===== config.mk =====
export PLATFORM = sky130hd
export DESIGN_NAME = vga_scanout
export DESIGN_NICKNAME = d
export VERILOG_FILES = /design/src/rtl/vga_pkg.sv /design/src/rtl/vga_pixel_fifo.sv /design/src/rtl/vga_scanout.sv
export SDC_FILE = /design/constraint.sdc
export NUM_CORES = 1
export LEC_CHECK = 0
export CAP_MARGIN = 20
export CELL_PAD_IN_SITES_DETAIL_PLACEMENT = 1
export CELL_PAD_IN_SITES_GLOBAL_PLACEMENT = 2
export CORE_MARGIN = 2
export CORE_UTILIZATION = 45
export DETAILED_ROUTE_END_ITERATION = 16
export MAX_ROUTING_LAYER = met4
export PLACE_DENSITY = 0.84
export REMOVE_ABC_BUFFERS = 1
export SYNTH_ARGS = -nofsm -noshare
export SYNTH_HDL_FRONTEND = slang
export SYNTH_SLANG_ARGS = --single-unit

===== constraint.sdc =====
create_clock -name clk -period 5.25 [get_ports clk]
set_input_delay 0.525 -clock clk [delete_from_list [all_inputs] [get_ports clk]]
set_output_delay 0.525 -clock clk [all_outputs]
set_load 0.05 [all_outputs]

===== src/rtl/vga_pkg.sv =====
// Shared timing defaults and fetch FSM encoding for the VGA scanout path.
// No logic of its own; latency and backpressure are defined by the users.
package vga_pkg;

   localparam int ADDR_WIDTH_DEF = 19;
   localparam int DATA_WIDTH_DEF = 24;
   localparam int PIX_DIV_DEF    = 2;
   localparam int FIFO_DEPTH_DEF = 16;

   localparam int H_ACTIVE_DEF = 640;
   localparam int H_FP_DEF     = 16;
   localparam int H_SYNC_DEF   = 96;
   localparam int H_BP_DEF     = 48;
   localparam int V_ACTIVE_DEF = 480;
   localparam int V_FP_DEF     = 10;
   localparam int V_SYNC_DEF   = 2;
   localparam int V_BP_DEF     = 33;

   localparam int H_TOTAL = H_ACTIVE_DEF + H_FP_DEF + H_SYNC_DEF + H_BP_DEF;
   localparam int V_TOTAL = V_ACTIVE_DEF + V_FP_DEF + V_SYNC_DEF + V_BP_DEF;

   typedef enum logic {
      F_IDLE = 1'b0,
      F_WAIT = 1'b1
   } fetch_state_t;

endpackage


===== src/rtl/vga_pixel_fifo.sv =====
// Pixel prefetch FIFO: show-ahead head, 1-cycle push-to-head, flush clears in one cycle.
// No internal backpressure; the caller never pushes when full nor pops when empty.
module vga_pixel_fifo
   import vga_pkg::*;
#(
   parameter int DATA_WIDTH = DATA_WIDTH_DEF,
   parameter int DEPTH      = FIFO_DEPTH_DEF
) (
   input  logic                         clk,
   input  logic                         rst,
   input  logic                         push,
   input  logic [DATA_WIDTH-1:0]        push_dat,
   input  logic                         pop,
   input  logic                         flush,
   output logic [DATA_WIDTH-1:0]        head,
   output logic [$clog2(DEPTH+1)-1:0]   count,
   output logic                         empty
);
   localparam int AW = $clog2(DEPTH);
   localparam int CW = $clog2(DEPTH + 1);

   logic [DATA_WIDTH-1:0] mem_q [DEPTH];
   logic [AW-1:0]         wr_ptr_q, wr_ptr_d;
   logic [AW-1:0]         rd_ptr_q, rd_ptr_d;
   logic [CW-1:0]         cnt_q, cnt_d;

   always_comb begin
      wr_ptr_d = wr_ptr_q;
      rd_ptr_d = rd_ptr_q;
      cnt_d    = cnt_q;
      if (flush) begin
         wr_ptr_d = '0;
         rd_ptr_d = '0;
         cnt_d    = '0;
      end else begin
         if (push) wr_ptr_d = wr_ptr_q + AW'(1);
         if (pop)  rd_ptr_d = rd_ptr_q + AW'(1);
         cnt_d = cnt_q + CW'(push) - CW'(pop);
      end
   end

   always_ff @(posedge clk or negedge rst) begin
      if (!rst) begin
         wr_ptr_q <= '0;
         rd_ptr_q <= '0;
         cnt_q    <= '0;
      end else begin
         wr_ptr_q <= wr_ptr_d;
         rd_ptr_q <= rd_ptr_d;
         cnt_q    <= cnt_d;
      end
   end

   // Storage needs no reset: the count alone says what is valid.
   always_ff @(posedge clk) begin
      if (push && !flush) mem_q[wr_ptr_q] <= push_dat;
   end

   assign head  = mem_q[rd_ptr_q];
   assign count = cnt_q;
   assign empty = (cnt_q == '0);

endmodule


===== src/rtl/vga_scanout.sv =====
// VGA raster timing plus frame-memory read side; video outputs registered 1 clk after pix_en.
// Reads may be dropped by the memory (r_valid=0) and are re-issued; an empty FIFO shows black and flags underrun.
module vga_scanout
   import vga_pkg::*;
#(
   parameter int ADDR_WIDTH = ADDR_WIDTH_DEF,
   parameter int DATA_WIDTH = DATA_WIDTH_DEF,
   parameter int PIX_DIV    = PIX_DIV_DEF,
   parameter int FIFO_DEPTH = FIFO_DEPTH_DEF,
   parameter int H_ACTIVE   = H_ACTIVE_DEF,
   parameter int H_FP       = H_FP_DEF,
   parameter int H_SYNC     = H_SYNC_DEF,
   parameter int H_BP       = H_BP_DEF,
   parameter int V_ACTIVE   = V_ACTIVE_DEF,
   parameter int V_FP       = V_FP_DEF,
   parameter int V_SYNC     = V_SYNC_DEF,
   parameter int V_BP       = V_BP_DEF
) (
   input  logic                  clk,
   input  logic                  rst,
   output logic                  r_en,
   output logic [ADDR_WIDTH-1:0] r_addr,
   input  logic [DATA_WIDTH-1:0] r_data,
   input  logic                  r_valid,
   output logic                  hsync,
   output logic                  vsync,
   output logic                  de,
   output logic [DATA_WIDTH-1:0] rgb,
   output logic                  frame_start,
   output logic                  underrun
);
   localparam int H_TOT     = H_ACTIVE + H_FP + H_SYNC + H_BP;
   localparam int V_TOT     = V_ACTIVE + V_FP + V_SYNC + V_BP;
   localparam int HW        = $clog2(H_TOT);
   localparam int VW        = $clog2(V_TOT);
   localparam int DVW       = $clog2(PIX_DIV);
   localparam int CW        = $clog2(FIFO_DEPTH + 1);
   localparam int FRAME_PIX = H_ACTIVE * V_ACTIVE;

   logic [DVW-1:0]        div_q, div_d;
   logic [HW-1:0]         h_cnt_q, h_cnt_d;
   logic [VW-1:0]         v_cnt_q, v_cnt_d;
   logic                  hsync_q, hsync_d, vsync_q, vsync_d, de_q, de_d;
   logic [DATA_WIDTH-1:0] rgb_q, rgb_d;
   logic                  frame_start_q, frame_start_d, underrun_q, underrun_d;
   fetch_state_t          state_q, state_d;
   logic [ADDR_WIDTH-1:0] fetch_addr_q, fetch_addr_d;
   logic                  run_q, run_d;

   logic                  pix_en, active, flush, pop, push, issue;
   logic [DATA_WIDTH-1:0] fifo_head;
   logic [CW-1:0]         fifo_cnt;
   logic                  fifo_empty;

   assign pix_en = (div_q == DVW'(PIX_DIV - 1));
   assign active = (h_cnt_q < HW'(H_ACTIVE)) && (v_cnt_q < VW'(V_ACTIVE));
   assign flush  = pix_en && (v_cnt_q == VW'(V_ACTIVE + V_FP)) && (h_cnt_q == '0);
   assign pop    = pix_en && active && !fifo_empty;

   always_comb begin
      div_d         = pix_en ? '0 : div_q + DVW'(1);
      h_cnt_d       = h_cnt_q;
      v_cnt_d       = v_cnt_q;
      hsync_d       = hsync_q;
      vsync_d       = vsync_q;
      de_d          = de_q;
      rgb_d         = rgb_q;
      frame_start_d = 1'b0;
      underrun_d    = 1'b0;
      if (pix_en) begin
         if (h_cnt_q == HW'(H_TOT - 1)) begin
            h_cnt_d = '0;
            v_cnt_d = (v_cnt_q == VW'(V_TOT - 1)) ? '0 : v_cnt_q + VW'(1);
         end else begin
            h_cnt_d = h_cnt_q + HW'(1);
         end
         hsync_d       = !((h_cnt_q >= HW'(H_ACTIVE + H_FP)) && (h_cnt_q < HW'(H_ACTIVE + H_FP + H_SYNC)));
         vsync_d       = !((v_cnt_q >= VW'(V_ACTIVE + V_FP)) && (v_cnt_q < VW'(V_ACTIVE + V_FP + V_SYNC)));
         de_d          = active;
         rgb_d         = pop ? fifo_head : '0;
         frame_start_d = (h_cnt_q == '0) && (v_cnt_q == '0);
         underrun_d    = active && fifo_empty;
      end
   end

   // Fetch address doubles as the fetched-pixel count: it only moves on a push and restarts at flush.
   always_comb begin
      state_d      = state_q;
      fetch_addr_d = fetch_addr_q;
      run_d        = 1'b1;
      issue        = 1'b0;
      push         = 1'b0;
      case (state_q)
         F_IDLE: begin
            if (run_q && (fifo_cnt < CW'(FIFO_DEPTH)) &&
                (fetch_addr_q < ADDR_WIDTH'(FRAME_PIX)) && !flush) begin
               issue   = 1'b1;
               state_d = F_WAIT;
            end
         end
         F_WAIT: begin
            state_d = F_IDLE;
            if (r_valid && !flush) begin
               push         = 1'b1;
               fetch_addr_d = fetch_addr_q + ADDR_WIDTH'(1);
            end
         end
         default: state_d = F_IDLE;
      endcase
      if (flush) fetch_addr_d = '0;
   end

   always_ff @(posedge clk or negedge rst) begin
      if (!rst) begin
         div_q         <= '0;
         h_cnt_q       <= '0;
         v_cnt_q       <= VW'(V_ACTIVE);
         hsync_q       <= 1'b1;
         vsync_q       <= 1'b1;
         de_q          <= 1'b0;
         rgb_q         <= '0;
         frame_start_q <= 1'b0;
         underrun_q    <= 1'b0;
         state_q       <= F_IDLE;
         fetch_addr_q  <= '0;
         run_q         <= 1'b0;
      end else begin
         div_q         <= div_d;
         h_cnt_q       <= h_cnt_d;
         v_cnt_q       <= v_cnt_d;
         hsync_q       <= hsync_d;
         vsync_q       <= vsync_d;
         de_q          <= de_d;
         rgb_q         <= rgb_d;
         frame_start_q <= frame_start_d;
         underrun_q    <= underrun_d;
         state_q       <= state_d;
         fetch_addr_q  <= fetch_addr_d;
         run_q         <= run_d;
      end
   end

   vga_pixel_fifo #(
      .DATA_WIDTH (DATA_WIDTH),
      .DEPTH      (FIFO_DEPTH)
   ) u_fifo (
      .clk      (clk),
      .rst      (rst),
      .push     (push),
      .push_dat (r_data),
      .pop      (pop),
      .flush    (flush),
      .head     (fifo_head),
      .count    (fifo_cnt),
      .empty    (fifo_empty)
   );

   // run_q keeps r_en low while reset is asserted, since the issue condition is otherwise true there.
   assign r_en        = issue;
   assign r_addr      = fetch_addr_q;
   assign hsync       = hsync_q;
   assign vsync       = vsync_q;
   assign de          = de_q;
   assign rgb         = rgb_q;
   assign frame_start = frame_start_q;
   assign underrun    = underrun_q;

endmodule

; Word level (Yosys, flattened, before mapping)
; Memories as Yosys holds them, arrays and structs flattened.
; Cells that the tools add are included.
[op_classes]
add_sub_neg = 8
order_cmp = 8
n_eq_ne = 3
mux = 21
n_bitwise = 1
reduce_logical = 27
[ops]
columns = operator, n
row1 = 19-bit 2-to-1 mux, 3
row2 = 24-bit 2-to-1 mux, 1
row3 = 10-bit by 1-bit adder with 10-bit output (second input constant), 2
row4 = 10-bit == test (second input constant), 2
row5 = 10-bit logical NOT, 2
row6 = 10-bit < comparator (second input constant), 2
row7 = 10-bit by 9-bit < comparator with 1-bit output (second input constant), 2
row8 = 10-bit 2-to-1 mux, 2
row9 = 19-bit by 1-bit adder with 19-bit output (second input constant), 1
row10 = 19-bit < comparator (second input constant), 1
row11 = 4-bit 2-to-1 mux, 4
row12 = 1-bit logical AND, 14
row13 = 10-bit by 9-bit == test with 1-bit output (second input constant), 1
row14 = 10-bit >= comparator (second input constant), 1
row15 = 10-bit by 9-bit >= comparator with 1-bit output (second input constant), 1
row16 = 1-bit 2-to-1 mux, 9
row17 = 4-bit by 1-bit adder with 4-bit output (second input constant), 2
row18 = 2-bit nonzero test, 4
row19 = 5-bit by 1-bit adder with 5-bit output, 1
row20 = 5-bit logical NOT, 1
row21 = 5-bit < comparator (second input constant), 1
row22 = 5-bit 2-to-1 mux, 1
row23 = 5-bit by 1-bit subtractor with 5-bit output, 1
row24 = 1-bit logical NOT, 4
row25 = 4 further kinds, 5
[word_totals]
ff_bits = 84
ram_bits = 384
inputBits = 27
output_inout_bits = 49
elab_cells = 84
memories = 1
[memory_table]
columns = memory, depth, word_bits, read_ports, rd_ports_with_merged_regs, wr, line
row1 = u_fifo.mem_q, 16, 24, 1, 0, 1, vga_pixel_fifo.sv:22  ; logic [DATA_WIDTH-1:0] mem_q [DEPTH];

; Longest topological paths before layout
[logic_depth]
ltp_word = 10
ltp_mapped = 15
mapped_depth_nobuf = 14

; Cells and area by module
; From an unflattened synthesis, not the netlist that was laid out.
[hier_totals]
hier_cells = 985
area_unflattened_um2 = 18545.3
[modules_own_cells]
columns = module, instances, cells_each, area_each_um2, seq_area_each_um2
row1 = vga_pixel_fifo, 1, 685, 15336.0, 11856.4
row2 = vga_scanout, 1, 300, 3209.3, 1784.2

; Worst setup path before layout
; No wires, ideal clock.
[synth_timing]
path_type = register to register
from = register h_cnt_q[0]
to = memory u_fifo.mem_q[12][0] (netlist name), enable pin
setup_ps = 475
arrival_time_ps = 3765
required_ps = 4775
slack_ps = 1010
stages_incl_launch_ff = 8
path_buffers = 1
synth_period_minus_slack_ps = 4240
cell_sequence = dfrtp_1 inv_1 ha_1 nor4b_1 nand4b_1 nor3_1 clkbuf_1 nor4b_1
[synth_via]
elab_chain_cells = 9
[synth_lines]
columns = item, line
row1 = from (decl), vga_scanout.sv:41  ; logic [HW-1:0] h_cnt_q, h_cnt_d;
row2 = from (signal assigned), vga_scanout.sv:129  ; h_cnt_q <= h_cnt_d;
row3 = 10-bit logical NOT *, vga_scanout.sv:57  ; assign flush = pix_en && (v_cnt_q == VW'(V_ACTIVE + V_FP)) && (h_cnt_q == '0);
row4 = 1-bit logical AND *, vga_scanout.sv:57
row5 = 1-bit logical NOT *, "vga_pixel_fifo.sv:56, vga_scanout.sv:103"
row6 = 1-bit logical AND, vga_scanout.sv:103  ; if (r_valid && !flush) begin
row7 = 1-bit 2-to-1 mux, vga_scanout.sv:103
row8 = 1-bit 2-to-1 mux, vga_scanout.sv:93  ; case (state_q)
row9 = 1-bit logical AND *, vga_pixel_fifo.sv:56  ; if (push && !flush) mem_q[wr_ptr_q] <= push_dat;
row10 = 1-bit 2-to-1 mux *, vga_pixel_fifo.sv:56
row11 = 1-bit 2-to-1 mux (implied by the code) *, vga_pixel_fifo.sv:56
row12 = to (decl), vga_pixel_fifo.sv:22
; Every way passes the cells marked *; elsewhere a longest branch is shown, timed or not.

; Worst setup path after layout
[layout_timing]
from = register div_q
to = output port r_en
[layout_via]
elab_chain_cells = 6
[layout_lines]
columns = item, line
row1 = from (decl), vga_scanout.sv:40  ; logic [DVW-1:0] div_q, div_d;
row2 = from (signal assigned), vga_scanout.sv:128  ; div_q <= div_d;
row3 = 1-bit logical AND (2 in series), vga_scanout.sv:57
row4 = 1-bit logical NOT, vga_scanout.sv:96  ; (fetch_addr_q < ADDR_WIDTH'(FRAME_PIX)) && !flush) begin
row5 = 1-bit logical AND, vga_scanout.sv:96
row6 = 1-bit 2-to-1 mux, vga_scanout.sv:95  ; if (run_q && (fifo_cnt < CW'(FIFO_DEPTH)) &&
row7 = 1-bit 2-to-1 mux, vga_scanout.sv:93
row8 = to (decl), vga_scanout.sv:21  ; output logic r_en,
; No other way between the ends.

==> key figures <==
Outcome
  – Status: complete, no violations

Setup path
  – Critical path's slowest cell: clkdlybuf4s50_1
  – Worst Path Required: between 4 and 5 ns
  – CP peak stage delay: 0.74 ns
  – Critical R2R Launch: u_fifo.count[3]
  – Crit path max-delay family: buffers and inverters
  – Critical path capture point type: output port
  – CP Cell Sequence: buf_4, nand4b_1, nor3_2, buf_4, nor3_1, clkdlybuf4s50_1
  – Critical path type: register to output port
  – CP dominant cell by count: buf_4
  – CP startpoint kind: register
  – Bufs and invs on worst path: 3
  – Arrival time at the worst endpoint: 3.51 ns
  – CP startpoint: div_q
  – CP Max Fanout: 50

Place
  – Routability Congestion: 0.757
  – Placed inst area: 20500 um2
  – I/O Buffers: between 70 and 80
  – DP HPWL: 26600 um

Clocking
  – CTS Sinks: about 470
  – Root Driver: clkbuf_16
  – Worst skew pair latency: 0.59 ns
  – Num CTS Buffers: 49
  – CTS tree: done
  – Clock tree buffer depth: 3
  – Clock slew at reported path FFs: 0.07 ns
  – H-Tree Depth: 2
  – Setup Fix Bufs, Post-CTS: 0

STA
  – Min Hold Slack: around 0.43 ns
  – Highest Clock Rate: 248 MHz
  – Relative slew slack: roughly 28%
  – Slew @ Worst Pin: 1.07 ns
  – Fin. Hold Viols: 0
  – RSZ-0062 raised after global routing: no
  – Final count of negative-setup-slack endpoints: 0
  – Minimum clock period: between 4 and 5 ns
  – Post-route clock skew: 0.0255 ns
  – Pins Over Slew Limit: 0
  – Final period util: 76.9%

Global routing
  – GRT Util Overall: a little under a quarter
  – Initial antenna violation count: 2
  – Grt ovf: 0
  – First-pass GRT wire length: roughly 73000 um
  – Largest net degree at the start of global routing: 63
  – Vias in the first global route: 12200

Synth
  – Synth Flop Type: edfxtp_1
  – Library cells used by synthesis: 52
  – Cell area after synthesis: between 15000 and 20000 um2
  – Synth Area in Simple Gates: 8.06%
  – Largest family of logic cells by synthesized area: multiplexers
  – Post-synthesis async set-or-reset flop share: between 10% and 20%
  – Post-Synth Adder-Cell Area: 1.16%
  – Synth Warn #: 0
  – Synth Area in Compound Gates: between 4 and 5%
  – Post-Synth XOR/XNOR Area: between 1 and 1.5%
  – Syn_area_per_cell: 14.9 um2
  – Largest cells by area after synthesis: edfxtp_1 (61%), dfrtp_1 (10%), mux2i_1 (10%), nor2_1 (2.1%), o22ai_1 (1.6%)
  – Seq/Total Area, Yosys: 71.9%
  – Gate Count Post-Synth: 1270
  – Cell type with the largest total area after synthesis: edfxtp_1
  – Synth top area share: approximately three fifths
  – EDFF count, synth: approximately 380
  – #FFs+latches synth: 468
  – Mux cell area share after synthesis: 10.2%

Die
  – Die height: around 210 um
  – Starting Density: ~45%
  – Top-Level Pins: 76
  – Die Area: 43800 um2
  – Row count: 75
  – Die Span X: 209 um
  – Core region area: 41800 um2

Finish
  – Nets@finish: between 1000 and 1500
  – Design area: around 22000 um2
  – Most frequent cells in the layout: edfxtp_1 (384), mux2i_1 (193), nor2_1 (105), dfrtp_1 (75), clkdlybuf4s50_1 (74)
  – Reg area: 13600 um2
  – Commonest non-fill, non-tap cell in the layout: edfxtp_1
  – Multi-input gate area: 4950 um2
  – Layout Utilization: 52.9%
  – Area grow syn2layout: 16.3%
  – Layout cell share with drive strength beyond 1: 10.7%
  – Fillers: 3953

Power
  – Power Density: 500 nW/um2
  – Peak VDD IR: between 0.3 and 0.4 mV
  – Overall Power: ~0.011 W
  – P_leak: approximately 7.7 nW

Flow run
  – Max-cap violations: 0

Detailed routing
  – Vias per Instance: ~5.8
  – DR DRC count: 0
  – Routed Antenna Nets: 0
  – Wirelength per Cell: 24.5 um
  – Initial DRC Count: 844
  – Pre-Repair DR Iteration Count: 4
  – WL final: between 40000 and 50000 um
  – Routed vias: 11200

Min path
  – Hold Crit Class: input pin to asynchronous set/reset pin
==> sequential cells by signal (all words and copies together), names as in the netlist, 4 cells and up <==
| register | cells |
|---|---|
| u_fifo.wr_ptr_q | 4 |
| u_fifo.mem_q | 384 |
| rgb | 24 |
| u_fifo.count | 5 |
| v_cnt_q | 10 |
| r_addr | 19 |
| u_fifo.rd_ptr_q | 4 |
| h_cnt_q | 10 |
==> synth_stat cells, types with 5 or more instances <==
cell type / n
edfxtp_1: 384
mux2i_1: 193
nor2_1: 105
dfrtp_1: 78
o22ai_1: 48
inv_1: 47
o21ai_0: 41
clkbuf_1: 39
nor3_1: 38
nand2_1: 33
nor4_1: 32
o32ai_1: 24
nand3_1: 23
buf_2: 22
a21oi_1: 20
ha_1: 16
xor2_1: 13
nand4_1: 12
xnor2_1: 11
nor4b_1: 9
or4_1: 8
and2_1: 7
dfstp_2: 6
and3_2: 5
nor2b_1: 5
o31ai_1: 5
==> power breakdown <==
part	switching (W)	internal [W]	leakage [nW]
sequential	0.000246	0.00427	4.50
combinational	0.00197	0.00116	2.45
clock	0.00141	0.00199	0.773
==> worst register-to-register path, delay by kind of cell (launching register included) <==
| family | cells | cell delay (ns) |
|---|---|---|
| adder cells (fa/ha/maj) | 4 | 1.01 |
| buffers and inverters | 5 | 0.83 |
| AND/OR/NAND/NOR | 4 | 0.93 |
| AO/OA/AOI/OAI | 2 | 0.25 |
| flip-flops | 1 | 0.40 |
==> metal layers <==
metal	GRT usage [%]	share of wire [%]
met5	-	0
met4	7.46	3.2
met3	4.07	4.3
met2	36.9	49
met1	29.0	44
==> stage by stage <==
step                      std cells  setup slack, ns  setup TNS (ns)
final                          1942             1.21               0
after global routing           1942             1.03               0
after CTS                      1940             1.14               0
after detailed placement       1851             1.67               0
after global placement         1851             1.82               0
after floorplan                1201            -1.98         -207.82
==> cell families (layout without fill, tap and decap cells) <==
kind of cell,Yosys count,in the layout
XOR/XNOR,24,24
AO/OA/AOI/OAI,150,150
other,1,3
adder cells (fa/ha/maj),17,17
multiplexers,194,194
buffers and inverters,116,247
flip-flops,468,468
AND/OR/NAND/NOR,300,300
==> cell type report <==
class	instances	area share, %
sequential	468	61.8
multi-input combinational	686	22.4
clock buffer	59	5.86
timing repair buffer	112	4.77
tap	539	3.06
clock inverter	29	1.24
inverter	47	0.799
antenna	2	0.0227
==> final timing paths <==
kind / to / slack, ns / depth (start not counted)
hold reg to reg: state_q / 0.50 / 2
setup / recovery: r_en / 1.21 / 6
setup reg to reg: u_fifo.count[4] / 1.67 / 15
min in group clk: state_q / 0.50 / 2
max in group asynchronous: u_fifo.rd_ptr_q[0] / 3.53 / 3
hold / removal: rgb[3] / 0.43 / 2
==> what timing repair did <==
item                                   in CTS  in global routing
endpoints found under the hold margin      22                  0
hold buffers                                1                  0
resized for setup                           0                  0
setup endpoints to repair                   0                  0
(Power assumes the default switching activity.)
==> variant 1: new RTL, same settings <==
Change the package constant `H_BP_DEF` from 48 to 96.
--- a/src/rtl/vga_pkg.sv
+++ b/src/rtl/vga_pkg.sv
@@ -10,7 +10,7 @@
    localparam int H_ACTIVE_DEF = 640;
    localparam int H_FP_DEF     = 16;
    localparam int H_SYNC_DEF   = 96;
-   localparam int H_BP_DEF     = 48;
+   localparam int H_BP_DEF     = 96;
    localparam int V_ACTIVE_DEF = 480;
    localparam int V_FP_DEF     = 10;
    localparam int V_SYNC_DEF   = 2;
Behaviour: no difference found for any inputs over 10 cycles, from zero or initial values and one cycle with rst low; that may be too few to reach the edited logic, so the function may still have changed.
==> variant 1 against the unedited design <==
- power down 0.52%
- final cell count fell by 0.72%
- via count shrank 1.5%
- synthesized area about the same
- clock skew decreased by 0.012 ns
- sequential cell count stayed put
- combinational power down 3%
- worst setup slack improved by 0.096 ns
- design area down 0.30%
- wire length shrank 4.9%
==> variant 1: results (changes against the unedited design) <==
number of global-route vias before repair 11700 (was 12200); mean post-synth cell area 15.0 um^2 (was 14.9 um^2); fin cells 1928 (was 1942); clk_skew 0.0137 ns (was 0.0255 ns); min-delay worst type register to register (was primary input to asynchronous set/reset pin); Adder-Cell Fraction of Synth Area 1.16% (about the same); global-route wire length before repair 69.9 mm (was 73.0 mm); status complete, no violations (unchanged); mux cell area share after synthesis 10.2% (about the same); Yosys cell types 46 (was 52); vias per cell 5.74 (was 5.78); placed cells 1838 (was 1851); total wire length 45.2 mm (was 47.5 mm); Peak supply drop 0.000277 V (was 0.000340 V); Routability Congestion 0.769 (was 0.757); TritonCTS Buffers 48 (was 49); initial antenna violation count 1 (was 2); post-synthesis sequential area ratio 71.8% (was 71.9%); ys flop type edfxtp_1 (unchanged); Total Nets Final 1394 (was 1408); share of synthesized registers carrying an async set or reset 17.9% (unchanged); top area cells in the synthesized netlist edfxtp_1, dfrtp_1, mux2i_1, nor2_1, o22ai_1 (unchanged); share of cells above drive strength 1 9.87% (was 10.7%); Synth top cells by count edfxtp_1, mux2i_1, nor2_1, dfrtp_1, o22ai_1 (unchanged); WP data arrival 3.42 ns (was 3.51 ns); CP max stage cell dfrtp_2 (was clkdlybuf4s50_1); Worst setup endpoint r_en (unchanged); 1st-iter DRT viols 742 (was 844); Placed Area 20400 um^2 (was 20500 um^2); fmax 0.254 GHz (was 0.248 GHz); total track usage 21.5% (was 22.7%); CP top delay family simple AND/OR/NAND/NOR gates (was buffers and inverters); complex-gate fraction of the synthesized area 4.76% (was 4.94%); setup TNS 0 ns (unchanged); Pre-Repair DR Iteration Count 5 (was 4); Pleak 0.00773 uW (was 0.00772 uW); pre-CTS WS 1.86 ns (was 1.67 ns); CTS H-Tree Depth 2 (unchanged); Max Buffers Root-to-Sink 3 (unchanged); Top reg by flops u_fifo.mem_q (unchanged); highest net fanout along the worst path 18 (was 50); Synth Area in XOR/XNOR 1.15% (was 1.11%); Post-DP HPWL 24.9 mm (was 26.6 mm); Max-slew headroom 28.2% (was 28.3%); largest net degree at the start of global routing 79 (was 63); clock latency on the worst-skew pair 0.56 ns (was 0.59 ns)
==> variant 1: changes by cell type after synthesis, sizes merged, moves of 3 or more <==
cell	before	now
and4	4	7
or3	4	7
nand2	33	39
clkbuf	42	24
or4	9	0
and2	7	4
nand4	13	19
o31ai	5	0
nand3	23	16
buf	27	46
==> variant 1: report_power, final <==
| part | total, uW | switching, uW | internal (uW) |
|---|---|---|---|
| combinational | 3050 | 1900 | 1150 |
| sequential | 4550 | 287 | 4260 |
| clock | 3380 | 1360 | 2020 |
| total | 11000 | 3550 | 7440 |
==> variant 1: logic make-up (layout without fill, tap and decap cells) <==
kind of cell,after synthesis,count (layout)
DFF,468,468
AOI/OAI and AO/OA,147,147
other,1,2
xor gates and xnor gates,25,25
adders and majority gates,17,17
muxes,194,194
buffers and inverters,115,241
and+or+nand+nor,295,295
==> variant 1: metrics by stage <==
step	hold slack, ns	utilization (%)	power [uW]
after floorplan	0.229	-	7010
after global placement	0.484	48.9	7580
after detailed placement	0.493	48.9	7670
after CTS	0.505	52.7	11100
after global routing	0.524	52.7	11500
final	0.500	52.7	11000
==> variant 1: layer usage <==
| metal | GRT usage, % | share of wire [%] |
|---|---|---|
| met5 | - | 0 |
| met1 | 28.8 | 45 |
| met4 | 5.57 | 2.1 |
| met3 | 3.31 | 4.3 |
| met2 | 34.4 | 49 |
==> variant 1: cell type report <==
class                   instances  area [um^2]
inverters                      45          169
multi-input cells             679         4910
fillers                      4009        19800
repair buffers                108         1020
well taps                     539          674
clock inverters                20          203
clock buffers                  68         1380
diodes                          1         2.50
flip-flops and latches        468        13600
==> variant 1: tightest hold or removal path: cells and delay by family (launching register included) <==
family,cells,cell delay (ns)
compound gates,1,0.05
simple gates,1,0.08
flops,1,0.37
==> variant 2: new RTL, same flow settings <==
Made on the original files. Take the reset off `fetch_addr_q` and load it in a clocked block of its own.
--- a/src/rtl/vga_scanout.sv
+++ b/src/rtl/vga_scanout.sv
@@ -122,7 +122,6 @@
          frame_start_q <= 1'b0;
          underrun_q    <= 1'b0;
          state_q       <= F_IDLE;
-         fetch_addr_q  <= '0;
          run_q         <= 1'b0;
       end else begin
          div_q         <= div_d;
@@ -135,9 +134,12 @@
          frame_start_q <= frame_start_d;
          underrun_q    <= underrun_d;
          state_q       <= state_d;
-         fetch_addr_q  <= fetch_addr_d;
          run_q         <= run_d;
       end
+   end
+
+   always_ff @(posedge clk) begin
+      fetch_addr_q <= fetch_addr_d;
    end
 
    vga_pixel_fifo #(
Function: differs if rst is asserted again (counterexample within 4 cycles, from zero or initial values and one cycle with rst low); with rst held inactive, the same outputs for 10 cycles.
==> variant 2 against the unedited design <==
- hold slack worse by 0.057 ns
- first-iteration DRC count down 9.4%
- register-to-register slack better by 0.05 ns
- fmax up 10%
- wire length down 1.0%
- clock power up 9.7%
- power up 3.2%
- die area down 0.89%
- count of clock-buffer cells in the layout up 2
- sequential cell count unchanged
- design area down 0.42%
- synthesized area down 0.90%
- worst setup slack better by 0.37 ns
- critical path type unchanged
- critical endpoint unchanged
- largest cell class unchanged
- largest power group unchanged
- highest routed layer unchanged
==> variant 2: results (changes against the unedited design) <==
crit path from div_q$_DFF_PN0_ (unchanged); Synth top cells by count edfxtp_1, mux2i_1, nor2_1, dfrtp_1, o22ai_1 (unchanged); post-synthesis sequential area ratio 72.0% (was 71.9%); via count 10900 (was 11200); total track usage 22.6% (was 22.7%); largest net degree at the start of global routing 60 (was 63); Pre-Repair DR Iteration Count 5 (was 4); Peak supply drop 0.000295 V (was 0.000340 V); share of cells above drive strength 1 9.92% (was 10.7%); Max-slew headroom 24.3% (was 28.3%); Pleak 0.00771 uW (was 0.00772 uW); Post-synth EDFFs 384 (unchanged); hold_ws 0.377 ns (was 0.434 ns); WP data arrival 3.15 ns (was 3.51 ns); Placed Area 20200 um^2 (was 20500 um^2); Post-DP HPWL 25.3 mm (was 26.6 mm); global-route wire length before repair 72.2 mm (was 73.0 mm); R2R Setup Slk 1.72 ns (was 1.67 ns); highest net fanout along the worst path 31 (was 50); share of synthesized registers carrying an async set or reset 13.9% (was 17.9%); top area cells in the synthesized netlist edfxtp_1, mux2i_1, dfrtp_1, nor2_1, dfxtp_1 (was edfxtp_1, dfrtp_1, mux2i_1, nor2_1, o22ai_1); Total Nets Final 1354 (was 1408); WL per Instance 24.9 um (was 24.5 um); initial antenna violation count 1 (was 2); status complete, no violations (unchanged); worst reg2reg path depth 14 (was 15); min-delay worst type primary input to asynchronous set/reset pin (unchanged)
variant 2: repair_timing:
| action | in CTS | in global routing |
|---|---|---|
| buffers inserted | 0 | 0 |
| hold endpoints to repair | 15 | 0 |
| hold buffers | 1 | 0 |
variant 2: power by group through the flow:
stage	clock network, uW	logic, uW	registers [uW]
floorplan	0	1890	5110
global placement	0	2980	4600
detailed placement	0	3060	4620
CTS	3810	3120	4550
global route	3940	3350	4570
finish	3740	3120	4540
variant 2: cell families after synthesis:
logic type,Yosys count,synth area share [%]
DFF,468,72.0
and+or+nand+nor,287,8.21
muxes,195,10.4
AOI/OAI and AO/OA,137,4.84
buffers and inverters,90,2.00
xor gates and xnor gates,30,1.40
adders and majority gates,17,1.17
other,1,0.0199
variant 2: cell type report:
cell class	count	area [um^2]
clock buffers	61	1350
well taps	532	666
flip-flops and latches	468	13500
repair buffers	101	991
clock inverters	31	403
fillers	3877	19000
multi-input cells	667	4920
diodes	2	5.00
inverters	23	86.3
variant 2: per-layer routing:
| layer | global-route usage (%) | wire (um) | part of all wire (%) | vias to the layer above |
|---|---|---|---|---|
| met1 | 28.8 | 20000 | 43 | 5668 |
| met3 | 3.47 | 2210 | 4.7 | 76 |
| met5 | - | 0 | 0 | - |
| met4 | 6.30 | 1050 | 2.2 | 0 |
| li1 | - | - | - | 4890 |
| met2 | 37.8 | 23700 | 50 | 294 |
variant 2: how the worst max path moves through the flow:
stage | end | slack (ns) | cells past startpoint
4_1_cts | r_en | 1.51 | 6
3_3_place_gp | u_fifo.count[4]$_DFF_PN0_ | 1.80 | 14
2_1_floorplan | rgb[0]$_DFFE_PN0P_ | -2.14 | 4
5_1_grt | r_en | 1.26 | 6
6_report | r_en | 1.58 | 6
3_5_place_dp | u_fifo.count[4]$_DFF_PN0_ | 1.71 | 14
variant 2: per-stage QoR:
| stage | setup slack (ns) | utilization [%] | total power (uW) | cells | setup TNS, ns |
|---|---|---|---|---|---|
| finish | 1.58 | 53.6 | 11400 | 1885 | 0 |
| global route | 1.26 | 53.6 | 11900 | 1884 | 0 |
| CTS | 1.51 | 53.5 | 11500 | 1882 | 0 |
| detailed placement | 1.71 | 49.2 | 7680 | 1789 | 0 |
| global placement | 1.80 | 49.2 | 7580 | 1789 | 0 |
| floorplan | -2.14 | - | 7000 | 1158 | -57.96 |
variant 2: critical path: stages (launching register included):
cell,delay [ns]
dfrtp_1,0.65
nor4b_1,0.34
nand3_1,0.17
nor3b_2,0.19
buf_4,0.35
nor3_1,0.13
clkdlybuf4s50_1,0.72
